**config.mk**
```make
export PLATFORM = sky130hd
export DESIGN_NAME = btn_event_port
export DESIGN_NICKNAME = d
export VERILOG_FILES = /design/src/rtl/btn_event_pkg.sv /design/src/rtl/btn_debounce.sv /design/src/rtl/btn_event_port.sv
export SDC_FILE = /design/constraint.sdc
export NUM_CORES = 1
export LEC_CHECK = 0
export CORE_UTILIZATION = 55
export DETAILED_ROUTE_END_ITERATION = 10
export PLACE_DENSITY_LB_ADDON = 0.3
export SLEW_MARGIN = 10
export SYNTH_ARGS = -nofsm -noshare
export SYNTH_HDL_FRONTEND = slang
export SYNTH_SLANG_ARGS = --single-unit
```
**constraint.sdc**
```tcl
create_clock -name clk -period 2.9 [get_ports clk]
set_clock_uncertainty 0.05 [all_clocks]
set_input_delay 0.87 -clock clk [delete_from_list [all_inputs] [get_ports clk]]
set_output_delay 0.87 -clock clk [all_outputs]
set_load 0.005 [all_outputs]
```
**src/rtl/btn_event_pkg.sv**
```systemverilog
// btn_event_pkg: shared constants for the push-button event port.
//   NUM_BTN      - number of buttons, bit order {btnc, btnu, btnd, btnl, btnr}
//   ADDR_*       - register select values on address[2:0]
//   CTRL_*       - bit positions inside the CTRL register
package btn_event_pkg;

  localparam int unsigned NUM_BTN = 5;

  localparam logic [2:0] ADDR_LEVEL   = 3'd0;
  localparam logic [2:0] ADDR_PRESS   = 3'd1;
  localparam logic [2:0] ADDR_RELEASE = 3'd2;
  localparam logic [2:0] ADDR_MASK    = 3'd3;
  localparam logic [2:0] ADDR_CTRL    = 3'd4;

  localparam int unsigned CTRL_RD_CLR = 0;  // read strobe clears PRESS/RELEASE
  localparam int unsigned CTRL_RPT_EN = 1;  // auto-repeat enable

endpackage

```
**src/rtl/btn_debounce.sv**
```systemverilog
// btn_debounce: two-flop synchronizer plus counter debounce for one raw button.
//   clk, reset_n - clock, asynchronous active-low reset
//   raw          - asynchronous button input (only sampled by the first sync flop)
//   level        - debounced level; follows raw 2 + DEBOUNCE_CYCLES clocks after a stable edge
module btn_debounce
  import btn_event_pkg::*;
#(
  parameter int unsigned DEBOUNCE_CYCLES = 250000  // minimum 2
) (
  input  logic clk,
  input  logic reset_n,
  input  logic raw,
  output logic level
);

  localparam int unsigned     CntW   = $clog2(DEBOUNCE_CYCLES);
  localparam logic [CntW-1:0] CntMax = CntW'(DEBOUNCE_CYCLES - 1);

  logic [1:0]      sync_q;
  logic [CntW-1:0] cnt_q;
  logic            level_q;

  always_ff @(posedge clk or negedge reset_n) begin
    if (!reset_n) begin
      sync_q  <= '0;
      cnt_q   <= '0;
      level_q <= 1'b0;
    end else begin
      sync_q <= {sync_q[0], raw};
      // Any return to the current level restarts the count, so bounces never accumulate.
      if (sync_q[1] == level_q) begin
        cnt_q <= '0;
      end else if (cnt_q == CntMax) begin
        cnt_q   <= '0;
        level_q <= sync_q[1];
      end else begin
        cnt_q <= cnt_q + 1'b1;
      end
    end
  end

  assign level = level_q;

endmodule

```
**src/rtl/btn_event_port.sv**
```systemverilog
// btn_event_port: PicoBlaze port-bus responder turning five raw buttons into debounced
// levels, sticky press/release events and a masked one-cycle interrupt pulse.
//   clk, reset_n  - clock, asynchronous active-low reset
//   buttons[4:0]  - raw buttons {btnc, btnu, btnd, btnl, btnr}
//   address[2:0]  - register select: 0 LEVEL, 1 PRESS, 2 RELEASE, 3 MASK, 4 CTRL
//   write, read   - decoded strobes; write_data is the out_port byte
//   read_data     - combinational register data for the current address
//   irq           - one-cycle pulse on any masked press (or repeat) event
// Optional build macro BTN_EVENT_AUTOREPEAT_EN adds per-button hold counters that
// generate auto-repeat press events while CTRL bit1 is set.
module btn_event_port
  import btn_event_pkg::*;
#(
  parameter int unsigned DEBOUNCE_CYCLES = 250000,
  parameter int unsigned REPEAT_DELAY    = 12500000,
  parameter int unsigned REPEAT_PERIOD   = 2500000
) (
  input  logic               clk,
  input  logic               reset_n,
  input  logic [NUM_BTN-1:0] buttons,
  input  logic [2:0]         address,
  input  logic               write,
  input  logic               read,
  input  logic [7:0]         write_data,
  output logic [7:0]         read_data,
  output logic               irq
);

  logic [NUM_BTN-1:0] level;
  logic [NUM_BTN-1:0] level_prev_q;
  logic [NUM_BTN-1:0] press_evt, release_evt, rpt_evt, press_set;
  logic [NUM_BTN-1:0] press_q, press_d, release_q, release_d;
  logic [NUM_BTN-1:0] press_clr, release_clr;
  logic [NUM_BTN-1:0] mask_q;
  logic               ctrl_rd_clr_q;
  logic               ctrl_rpt_en;
  logic               irq_q;
  logic [2:0]         unused_wd;

  assign unused_wd = write_data[7:5];

  for (genvar i = 0; i < NUM_BTN; i++) begin : g_db
    btn_debounce #(
      .DEBOUNCE_CYCLES(DEBOUNCE_CYCLES)
    ) u_db (
      .clk    (clk),
      .reset_n(reset_n),
      .raw    (buttons[i]),
      .level  (level[i])
    );
  end

  assign press_evt   = level & ~level_prev_q;
  assign release_evt = ~level & level_prev_q;

`ifdef BTN_EVENT_AUTOREPEAT_EN
  // hold_q counts cycles since the press event (press cycle = 0). A repeat fires when it
  // hits REPEAT_DELAY and the counter is reloaded so the next fire is REPEAT_PERIOD later.
  // Assumes REPEAT_PERIOD <= REPEAT_DELAY.
  localparam int unsigned      HoldW      = $clog2(REPEAT_DELAY + 1);
  localparam logic [HoldW-1:0] HoldFire   = HoldW'(REPEAT_DELAY);
  localparam logic [HoldW-1:0] HoldReload = HoldW'(REPEAT_DELAY - REPEAT_PERIOD + 1);

  logic ctrl_rpt_en_q;

  for (genvar i = 0; i < NUM_BTN; i++) begin : g_hold
    logic [HoldW-1:0] hold_q;

    assign rpt_evt[i] = ctrl_rpt_en_q && level[i] && (hold_q == HoldFire);

    always_ff @(posedge clk or negedge reset_n) begin
      if (!reset_n) begin
        hold_q <= '0;
      end else if (!ctrl_rpt_en_q || !level[i]) begin
        hold_q <= '0;
      end else if (press_evt[i]) begin
        hold_q <= HoldW'(1);
      end else if (rpt_evt[i]) begin
        hold_q <= HoldReload;
      end else if (hold_q != '0) begin
        hold_q <= hold_q + 1'b1;
      end
    end
  end

  always_ff @(posedge clk or negedge reset_n) begin
    if (!reset_n) begin
      ctrl_rpt_en_q <= 1'b0;
    end else if (write && (address == ADDR_CTRL)) begin
      ctrl_rpt_en_q <= write_data[CTRL_RPT_EN];
    end
  end

  assign ctrl_rpt_en = ctrl_rpt_en_q;
`else
  logic [31:0] unused_repeat_cfg;

  assign unused_repeat_cfg = REPEAT_DELAY ^ REPEAT_PERIOD;
  assign rpt_evt           = '0;
  assign ctrl_rpt_en       = 1'b0;
`endif

  assign press_set = press_evt | rpt_evt;

  // New events are OR-ed in after the clear so a same-cycle set always wins.
  always_comb begin
    press_clr   = '0;
    release_clr = '0;
    if (write && (address == ADDR_PRESS))   press_clr   = write_data[NUM_BTN-1:0];
    if (write && (address == ADDR_RELEASE)) release_clr = write_data[NUM_BTN-1:0];
    if (read && ctrl_rd_clr_q && (address == ADDR_PRESS))   press_clr   = '1;
    if (read && ctrl_rd_clr_q && (address == ADDR_RELEASE)) release_clr = '1;
    press_d   = (press_q & ~press_clr) | press_set;
    release_d = (release_q & ~release_clr) | release_evt;
  end

  always_ff @(posedge clk or negedge reset_n) begin
    if (!reset_n) begin
      level_prev_q  <= '0;
      press_q       <= '0;
      release_q     <= '0;
      mask_q        <= '0;
      ctrl_rd_clr_q <= 1'b0;
      irq_q         <= 1'b0;
    end else begin
      level_prev_q <= level;
      press_q      <= press_d;
      release_q    <= release_d;
      // Only fresh events can pulse irq; pending bits or mask writes never do.
      irq_q        <= |(press_set & mask_q);
      if (write && (address == ADDR_MASK)) mask_q        <= write_data[NUM_BTN-1:0];
      if (write && (address == ADDR_CTRL)) ctrl_rd_clr_q <= write_data[CTRL_RD_CLR];
    end
  end

  always_comb begin
    read_data = '0;
    case (address)
      ADDR_LEVEL:   read_data[NUM_BTN-1:0] = level;
      ADDR_PRESS:   read_data[NUM_BTN-1:0] = press_q;
      ADDR_RELEASE: read_data[NUM_BTN-1:0] = release_q;
      ADDR_MASK:    read_data[NUM_BTN-1:0] = mask_q;
      ADDR_CTRL: begin
        read_data[CTRL_RD_CLR] = ctrl_rd_clr_q;
        read_data[CTRL_RPT_EN] = ctrl_rpt_en;
      end
      default: read_data = '0;
    endcase
  end

  assign irq = irq_q;

endmodule
```
### Word-level counts from Yosys, hierarchy flattened

Index checks and enable logic that the tools add are counted.

| storage, ports and cells | value |
|---|---|
| output and inout bits | 9 |
| memories kept | 0 |
| bits in latches | 0 |
| RAM bits | 0 |
| bits in read-only memories | 0 |
| bits of input ports | 20 |
| logic and storage cells | 86 |
| bits in registers | 127 |

| operators by class | value |
|---|---|
| shift-type cells | 0 |
| eq/ne operators | 14 |
| divide/modulo/power cells | 0 |
| bitwise operators | 16 |
| multipliers | 0 |
| add/subtract/negate cells | 5 |
| multiplexer cells | 16 |
| reductions and logical operators | 14 |
| $lt $le $gt $ge | 0 |

Operators with widths:

| cell | count |
|---|---|
| 2-to-1 mux 18 bit | 10 |
| adder 18 x 1 -> 18 bit, second input constant | 5 |
| == test 18 bit, second input constant | 5 |
| bitwise AND 5 bit | 5 |
| 2-to-1 mux 5 bit | 4 |
| NOT 5 bit | 4 |
| case mux 3 bit (4 select lines) | 1 |
| OR 5 bit | 2 |
| case mux 2 bit (5 select lines) | 1 |
| AND reduction 2 bit | 5 |
| logical AND 1 bit | 7 |
| == test 3 x 2 -> 1 bit, second input constant | 2 |
| == test 1 bit | 5 |
| NOT 1 bit | 5 |
| OR reduction 5 bit | 1 |
| == test 3 x 1 -> 1 bit, second input constant | 1 |
| == test 3 bit, second input constant | 1 |
| zero test 3 bit | 1 |

### Depth between registers and ports, before layout

| logic depth | value |
|---|---|
| word-level depth | 7 |
| gate-level depth with buffers | 6 |
| gate-level depth less buffers | 5 |

### Modules after synthesis

From an unflattened synthesis, not the netlist that was laid out.

| unflattened totals | value |
|---|---|
| cell total of the unflattened synthesis | 591 |
| area total of the unflattened synthesis | 6,242.2 sq um |

Modules (own cells, without submodules):

| module | instances | cells an instance | seq. area each (sq um) | area an instance (sq um) |
|---|---|---|---|---|
| btn_debounce | 5 | 99 | 525.5 | 1,029.7 |
| btn_event_port | 1 | 96 | 550.5 | 1,093.5 |

### Worst setup path before layout

No wires, ideal clock.

| timing | value |
|---|---|
| kind | input port to output port |
| start point | input address[1] |
| end point | output read_data[4] |
| slack | 162 ps |
| cell stages on the path | 3 |
| data arrival time | 1,818 ps |
| cell sequence | clkbuf_1 -> mux4_2 -> and2_1 |

| between the ends | value |
|---|---|
| cells in the longest elaborated chain, start to end | 2 |

Ends and longest elaborated chain:

| item | line | text |
|---|---|---|
| from (decl) | btn_event_port.sv:21 | `input logic [2:0] address,` |
| == test 3 x 2 -> 1 bit (tied with other cells) | btn_event_port.sv:138 | `case (address)` |
| case mux 3 bit (4 select lines) * | btn_event_port.sv:138 |  |
| to (decl) | btn_event_port.sv:25 | `output logic [7:0] read_data,` |

Every way passes the cells marked *; elsewhere a longest branch is shown, timed or not.

### Final worst setup path

| timing | value |
|---|---|
| start point | input address[0] |
| end point | output read_data[0] |

| between the ends | value |
|---|---|
| cells in the longest elaborated chain, start to end | 2 |

Ends and longest elaborated chain:

| item | line |
|---|---|
| == test 3 bit (tied with other cells) | btn_event_port.sv:138 |
| case mux 2 bit (5 select lines) * | btn_event_port.sv:138 |

Marks and branches as above.

==> run metrics <==
first-pass GRT wire length=roughly 20,000 µm; YS warnings=0; GRT Residual Overflow=0; RSZ-0062 raised after global routing=no; Setup crit start kind=input pin; Distinct cells, synth=45; Synth Area in Adders=just over 1%; Mapped Area=just over 0.006 mm²; Worst Setup End Kind=output port; Async SR Flop Fraction=100%; layout cells sized above 1=14.6%; Ant. Diodes=0; Worst Hold Class=in2async; Clk Latency, worst-skew pair=between 0.5 and 0.6 ns; period utilisation layout=between 90% and 100%; dominant synthesized flop cell=dfrtp_1; power per cell area=between 500 and 600 mW/mm²; 1st-iter DRT viols=287; final wirelength=11,700 µm; die width=about 110 µm; Pre-antenna DRT Iters=4; initial core utilization=56.6%; Worst Path Required=a little under 2 ns; CTS clk-pin slew, worst paths=0.06 ns; CTS tree=built; Cells after Synth=~580; max-slew violations=0; leak pwr=approximately 3.0 nW; Yosys reg bits=127; EDFF count, synth=0; XOR/XNOR share of the synthesized area=a little over a tenth; Max IR drop VDD=between 0.4 and 0.5 mV; number of I/O pins=29; vias post-DR=4,424; fin cells=775; Max FO, Critical Path=4; routed length per instance=15.1 µm; largest net degree at the start of global routing=47; Area Overhead vs Synth=17.2%; FP Rows=38; Final Hold Viols=0; Max-Cap Viols=0; DRC=0; Final Util=approximately two thirds; placed insts=about 740; Routed Antenna Nets=0; worst setup path class=in2out; PnR Total Power=4.15 mW; dpl hpwl=7760 µm; largest family of logic cells by synthesized area=simple AND/OR/NAND/NOR gates; Worst-Margin Slew=0.609 ns; post-synthesis sequential area ratio=51.6%; Post-Synth Simple-Gate Area=23.8%; H-Tree Depth=4; TritonCTS Buffers=17; Die Y=108 µm; Clock Sinks=127; ranking of synthesized cells by area=dfrtp_1 (52%), xnor2_1 (7.8%), nor2_1 (5.9%), nor4_1 (3.0%), xor2_1 (3.0%); number of global-route vias before repair=4,348; Avg Synthesized Cell Area=10.7 µm²; top cell type by total area after synthesis=dfrtp_1; Yosys top cell area share=51.6%; initial antenna violation count=0; post-route setup slack=roughly 0.050 ns; Max clock buf depth=2; Post-Route Setup TNS=0 ns; pre-CTS setup slack=-0.681 ns; drt via density=5.71; fmax=351 MHz; CTS Root Buffer Type=clkbuf_8; Std-Cell Core Area=between 0.01 and 0.015 mm²; relative slew slack=between 50% and 60%; area of the die=~0.012 mm²; routability cong.=0.755; CP Data Arrival Time=1.93 ns; I/O Buffers=22; nets@finish=approximately 650; gr usage total=22.8%; shortest period the worst path allows=2.85 ns; outcome=finished clean; Synth Area in Compound Gates=under 10%; setup violators final=0; multiplexer share of the synthesized area=3.66%
## power by group
part	internal, mW	switching, mW	leakage (nW)	total [mW]
sequential	1.82	0.0374	1.73	1.86
clock	1.33	0.753	0.285	2.08
combinational	0.101	0.114	0.998	0.215
## worst paths after layout
check	startpoint	end	slack (ns)	cells past startpoint
setup / recovery	address[0]	read_data[0]	0.05	6
hold / removal	reset_n	g_db[4].u_db.cnt_q[3]	0.30	1
setup reg to reg	g_db[4].u_db.cnt_q[10]	g_db[4].u_db.cnt_q[13]	0.73	5
hold reg to reg	g_db[1].u_db.sync_q[0]	g_db[1].u_db.sync_q[1]	0.30	0
max in group asynchronous	reset_n	g_db[1].u_db.cnt_q[14]	1.85	2
min in group clk	g_db[1].u_db.sync_q[0]	g_db[1].u_db.sync_q[1]	0.30	0
## cell type report
| class | instances | area [µm²] |
|---|---|---|
| Sequential cell | 127 | 3180 |
| Clock inverter | 11 | 140 |
| Tap cell | 140 | 175 |
| Fill cell | 815 | 3670 |
| Multi-Input combinational cell | 415 | 2840 |
| Timing Repair Buffer | 37 | 358 |
| Clock buffer | 21 | 439 |
| Inverter | 24 | 90.1 |
## synthesized netlist by cell type (2+ instances only)
cell / n
a21boi_0: 2
a21oi_1: 7
a21oi_2: 2
a31o_2: 3
a32o_1: 5
and2_1: 4
and4_1: 5
and4bb_2: 2
buf_2: 3
buf_4: 4
buf_6: 2
clkbuf_1: 2
dfrtp_1: 127
ha_1: 5
inv_1: 24
mux2_2: 12
mux4_2: 4
nand2_1: 35
nand3_1: 35
nand3b_1: 4
nand4_1: 20
nand4_2: 2
nand4_4: 3
nor2_1: 97
nor3_1: 17
nor4_1: 30
nor4b_1: 4
o21ai_0: 3
o2bb2ai_1: 2
o31ai_1: 6
o41ai_4: 5
or2_2: 2
or3_1: 2
or3_4: 3
or4_1: 7
or4b_4: 2
xnor2_1: 55
xor2_1: 21
## kinds of logic (layout without fill, tap and decap cells)
family / count (synthesis) / count (layout)
AND/OR/NAND/NOR: 276 / 276
flip-flops: 127 / 127
XOR/XNOR: 76 / 76
AO/OA/AOI/OAI: 39 / 39
buffers and inverters: 35 / 93
multiplexers: 16 / 16
adder cells (fa/ha/maj): 5 / 5
other: 1 / 3
## critical path, cell delays in order
cell             delay (ns)
dlygate4sd2_1          0.26
buf_2                  0.16
nor2_1                 0.18
a22oi_2                0.07
o22ai_1                0.16
clkdlybuf4s15_1        0.23
## registers in the layout, indices dropped and copies added, names as in the netlist
name	count
ctrl_rd_clr_q	1
g_db.u_db.cnt_q	90
release_q	5
g_db.u_db.level	5
g_db.u_db.sync_q	10
irq	1
mask_q	5
press_q	5
level_prev_q	5
## cells in the final DEF (no fill, tap or decap), drive strengths merged, types with 3 or more instances in the layout
| master | count |
|---|---|
| nand4 | 25 |
| conb | 3 |
| buf | 19 |
| a32o | 5 |
| and2 | 4 |
| or3 | 5 |
| a21oi | 9 |
| o31ai | 6 |
| bufinv | 3 |
| mux2 | 12 |
| nor4b | 4 |
| o21ai | 3 |
| clkdlybuf4s15 | 3 |
| clkdlybuf4s50 | 13 |
| dfrtp | 127 |
| ha | 5 |
| nand2 | 35 |
| a31o | 3 |
| nand3 | 35 |
| nor4 | 30 |
| nand3b | 4 |
| inv | 24 |
| nor2 | 97 |
| xor2 | 21 |
| or4 | 7 |
| nor3 | 17 |
| mux4 | 4 |
| clkbuf | 21 |
| and4 | 5 |
| o41ai | 5 |
| xnor2 | 55 |
| clkinv | 7 |
## timing repair
action	in CTS	in global routing
cloned	1	0
hold endpoints to repair	0	0
setup buffers	4	0
endpoints found under the setup margin	5	3
gates resized for setup	26	2
pin swaps	4	1
hold buffers	0	0
## per-layer routing
| layer | up-vias | GRT usage (%) | wire length (µm) |
|---|---|---|---|
| met5 | - | 0 | 0 |
| met4 | 0 | 9.30 | 208 |
| met3 | 21 | 6.90 | 476 |
| met2 | 82 | 35.6 | 5680 |
| met1 | 2189 | 29.6 | 5330 |
| li1 | 2132 | - | - |
## through the flow
stage	instance area, µm²	hold WS, ns
2_1_floorplan	6160	0.281
3_3_place_gp	6600	0.286
3_5_place_dp	6600	0.288
4_1_cts	7220	0.289
5_1_grt	7220	0.303
6_report	7220	0.296
Note: power is estimated with default switching activity, not from simulation.
